[config.mk]
export PLATFORM = sky130hd
export DESIGN_NAME = intr_ctrl
export DESIGN_NICKNAME = d
export VERILOG_FILES = /design/src/rtl/intr_ctrl.sv
export SDC_FILE = /design/constraint.sdc
export NUM_CORES = 1
export LEC_CHECK = 0
export ABC_CLOCK_PERIOD_IN_PS = 4330
export CORE_MARGIN = 3
export CORE_UTILIZATION = 35
export DETAILED_ROUTE_END_ITERATION = 10
export HOLD_SLACK_MARGIN = 0.1
export PLACE_DENSITY = 0.67
export SLEW_MARGIN = 25
export SYNTH_ARGS = -nofsm -noshare
export SYNTH_HDL_FRONTEND = slang
export SYNTH_SLANG_ARGS = --single-unit
[constraint.sdc]
create_clock -name Clk -period 4.33 [get_ports Clk]
set_input_delay 0.433 -clock Clk [delete_from_list [all_inputs] [get_ports Clk]]
set_output_delay 0.433 -clock Clk [all_outputs]
set_load 0.01 [all_outputs]
[src/rtl/intr_ctrl.sv]
// intr_ctrl: 7 device lines plus a compare timer, with pending/enable/mode registers, claim and in-service capture
module intr_ctrl (
  input  logic        Clk,
  input  logic        Rst,
  input  logic [6:0]  Dev_irq,
  input  logic [3:0]  Bus_addr,
  input  logic [31:0] Bus_wdata,
  input  logic        Bus_w_en,
  input  logic        Bus_r_en,
  output logic [31:0] Bus_rdata,
  input  logic        Cp0_intr,
  output logic [7:0]  Interrupt
);
  logic [6:0]  sync1, sync2, prev, mode;
  logic [7:0]  pend, en, pe, w1c, pend_nx;
  logic [31:0] tcnt, tcmp, claim, rd;
  logic [1:0]  tctrl;
  logic [3:0]  insvc;
  logic [2:0]  idx;
  logic        match;
  always_comb begin
    pe = pend & en;
    match = tctrl[0] && tcnt == tcmp;
    w1c = (Bus_w_en && Bus_addr == 4'd0) ? Bus_wdata[7:0] : 8'd0;
    // a fresh edge or timer match beats a W1C landing in the same cycle
    pend_nx = {match | (pend[7] & ~w1c[7]),
               (mode & ((sync2 & ~prev) | (pend[6:0] & ~w1c[6:0]))) | (~mode & sync2)};
    idx = 3'd0;
    for (int i = 7; i >= 0; i--)
      if (pe[i]) idx = 3'(i);
    claim = {|pe, 28'd0, idx};
    case (Bus_addr)
      4'd0:    rd = {24'd0, pend};
      4'd1:    rd = {24'd0, en};
      4'd2:    rd = {25'd0, mode};
      4'd3:    rd = tcnt;
      4'd4:    rd = tcmp;
      4'd5:    rd = {30'd0, tctrl};
      4'd6:    rd = claim;
      4'd7:    rd = {28'd0, insvc};
      default: rd = 32'd0;
    endcase
  end
  always_ff @(posedge Clk or posedge Rst) begin
    if (Rst) begin
      sync1 <= '0;
      sync2 <= '0;
      prev <= '0;
      pend <= '0;
      en <= '0;
      mode <= '0;
      tcnt <= '0;
      tcmp <= '1;
      tctrl <= '0;
      insvc <= '0;
      Interrupt <= '0;
      Bus_rdata <= '0;
    end else begin
      sync1 <= Dev_irq;
      sync2 <= sync1;
      prev <= sync2;
      pend <= pend_nx;
      Interrupt <= pe;
      if (Cp0_intr) insvc <= {claim[31], claim[2:0]};
      if (Bus_r_en) Bus_rdata <= rd;
      if (Bus_w_en && Bus_addr == 4'd3) tcnt <= Bus_wdata;
      else if (tctrl[0]) tcnt <= (match && tctrl[1]) ? 32'd0 : tcnt + 32'd1;
      if (Bus_w_en) begin
        if (Bus_addr == 4'd1) en <= Bus_wdata[7:0];
        if (Bus_addr == 4'd2) mode <= Bus_wdata[6:0];
        if (Bus_addr == 4'd4) tcmp <= Bus_wdata;
        if (Bus_addr == 4'd5) tctrl <= Bus_wdata[1:0];
      end
    end
  end
endmodule

==> flow_summary.yaml <==
yosys:
  synthTopCellsByCount: "dfrtp_1 (122), nand2_1 (74), a21oi_1 (66)"
  ys_types: 62
  syn-cell-area_um2: 7890
  async_flop_share_pct: 100
  synthesis.nets: 817
  synth_area_leaders: "dfrtp_1 (39%), dfstp_2 (11%), mux2_2 (8.0%), a21oi_1 (4.2%), nand2_1 (3.5%)"
  synth_top_area_cell: "dfrtp_1"
  yosysMostFrequentCell: "dfrtp_1"
  synth_flop_cell: "dfrtp_1"
  synth_mux_area_share_pct: 9.26
  synth_xor_area_share_pct: 3.85
  synth_top_family_by_area: "simple AND/OR/NAND/NOR gates"
  ys_seq_area_share_pct: 49.3
  synth_cells: 768
  synth_area_per_cell_um2: 10.3
  ys_warn_count: 0
  synth_compound_area_share_pct: 12.6
  synth-simple-area-share_pct: 20.0
  synth_top_area_share_pct: 38.7
  synth_edf_count: 0
  synth-adder-area-share_pct: 0.159
  synth-seq-cells: 154
cts:
  postCtsHoldBufs: 0
  cts_tree: "done"
  ctsRootBufferMaster: "clkbuf_16"
  cts_max_level: 4
  clockBufferDepth: 2
  cts.repair.resized: 0
  clkSlewWorstSetupHoldPaths_ns: 0.06
  cts_setup_buffers: 0
  cts_num_sinks: 154
  cts_buffers: 17
  clk-insertion-delay-late_ns: 0.43
final_layout:
  num-nets-final: 875
  areaGrowthSynthToFinish_pct: 20.3
  fill_cells: 2067
  fin_area_um2: 9500
  drive_gt1_share_pct: 18.7
  antennaDiodeCount: 0
  regArea_um2: 3890
  finalNonFillerCells: 1119
  multi_input_area_um2: 3630
  final_core_util_pct: 43.2
place:
  dp.cells: 1087
  portBuffers: 87
  dpl_cell_area_um2: 8910
  place.detailed.hpwl_mm: 14.0
  dp_worst_setup_slack_ns: 1.33
  place.gp.congestion: 0.882
min_path:
  min_path_cells: 0
  holdCritPathClass: "reg -> reg"
  worstHoldStart: "sync1[2]"
  whs_endpoint: "sync2[2]"
detailed_routing:
  via_per_inst: 5.52
  wl_met3_mm: 1.02
  routed.top_layer: "met4"
  drt-initial-drc-count: 594
  ant_nets: 0
  wirelength_mm: 20.4
  vias: 6177
  firstDrtPassIters: 7
  wl_met1_mm: 9.57
  met2_wirelength_mm: 9.53
  avgRoutedWirePerCell_um: 18.2
  drc: 0
grt:
  first_global_vias: 6057
  antenna_found_initial: 0
  grt_max_degree: 65
  grt_pass1_wl_mm: 33.2
  gr-total-overflow: 0
  grt_use_total_pct: 17.2
power:
  p_total_mw: 4.93
  power.leakage_nw: 3.76
  powerDensity_nw_per_um2: 519
  peakVddDrop_v: 0.000333
critical_path:
  crit_chain: "ha_1 -> nand3_1 -> nor3_2 -> nand3_1 -> and3_1 -> o21ai_1 -> nand2_1"
  endpoint_kind: "register"
  crit_slowest_cell: "nor3_2"
  timing.rr.end: "tcnt[28]"
  rr_worst_depth: 7
  r2r_slack_ns: 1.69
  max_stage_delay_ns: 0.69
  required_ns: 4.64
  criticalPathCategory: "reg -> reg"
  reg2reg_from: "tcnt[0]"
  worst_path_most_repeated_cell: "nand3_1"
  worstPathArrival_ns: 2.95
  cp_max_fo: 12
  start_kind: "register"
die:
  num_rows: 54
  die_height_um: 156
  pin_count: 88
  initial_utilization_pct: 35.9
  die_area_um2: 24400
  die_w_um: 156
  coreArea_um2: 22000
timing:
  max-slew-margin-rel_pct: 50.1
  holdWs_ns: 0.348
  slew_violations: 0
  fin_crit_ns: 2.64
  hold_viol: 0
  final.setup.worst_slack_ns: 1.69
  setup_viol: 0
  rsz0062_at_grt: "false"
  tns_ns: 0
  fin_crit_sh_pct: 60.9
  fmax_mhz: 380
  skew_ns: 0.0104
  worst_pin_slew_ns: 0.744
flow_run:
  drv_cap: 0
outcome:
  status: "finished clean"
how the worst max path moves through the flow:
stage | start | to | slack [ns] | cells after the start
finish | tcnt[0] | tcnt[28] | 1.69 | 7
global route | tcnt[0] | tcnt[28] | 1.48 | 7
CTS | tcnt[0] | tcnt[28] | 1.73 | 7
global placement | Bus_addr[1] | tcnt[6] | 1.39 | 7
detailed placement | Bus_addr[1] | tcnt[8] | 1.33 | 7
floorplan | Rst | Bus_rdata[0] | 1.98 | 1
per-layer routing:
metal  track usage (%)  vias up
met5                 0        -
met4              4.46        0
met1              24.5     3070
met3              3.41       21
li1                  -     2901
met2              26.8      185
logic make-up after synthesis:
logic type	Yosys count
adder cells (fa/ha/maj)	1
multiplexers	66
AND/OR/NAND/NOR	282
XOR/XNOR	33
flip-flops	154
AO/OA/AOI/OAI	157
buffers and inverters	75
state kept, by name, indices dropped and copies added, names as in the netlist:
| register | count |
|---|---|
| mode | 7 |
| tcmp | 32 |
| tcnt | 32 |
| sync1 | 7 |
| Bus_rdata | 32 |
| prev | 7 |
| en | 8 |
| tctrl | 2 |
| pend | 8 |
| sync2 | 7 |
| Interrupt | 8 |
| insvc | 4 |
area by class of cell:
class                           count  area share (%)
Clock buffer                       21            4.95
Multi-Input combinational cell    539            38.2
Tap cell                          280            3.69
Sequential cell                   154            41.0
Inverter                           13           0.553
Clock inverter                     11            1.25
Timing Repair Buffer              101            10.4
report_power, final:
group / switching [mW] / total, mW / internal [mW]
Sequential: 0.332 / 2.09 / 1.75
Clock: 0.599 / 1.49 / 0.891
Combinational: 0.694 / 1.35 / 0.661
Total: 1.62 / 4.93 / 3.31
placed cells by master (no fill, tap or decap), types with 5 or more instances in the layout:
| cell | count |
|---|---|
| nor3_1 | 5 |
| inv_1 | 12 |
| mux2i_1 | 10 |
| nand2_1 | 74 |
| nor2b_1 | 7 |
| mux2_2 | 56 |
| clkdlybuf4s50_1 | 86 |
| nor4b_1 | 11 |
| a32o_1 | 7 |
| dfstp_2 | 32 |
| nor2_1 | 46 |
| a22oi_1 | 26 |
| clkbuf_16 | 17 |
| clkinvlp_4 | 5 |
| and3_1 | 32 |
| nand4_1 | 22 |
| dfrtp_1 | 122 |
| o21ai_0 | 27 |
| nor3b_1 | 15 |
| buf_4 | 13 |
| nor4_1 | 11 |
| nand3_1 | 32 |
| o21ai_1 | 6 |
| xnor2_1 | 30 |
| a21oi_1 | 66 |
critical path, delay by kind of cell, from the launching register on:
family,cells,cell delay (ns)
simple gates,5,1.57
compound gates,1,0.14
fa+ha+maj,1,0.26
flops,1,0.55
Power figures use the tool's default switching activity.
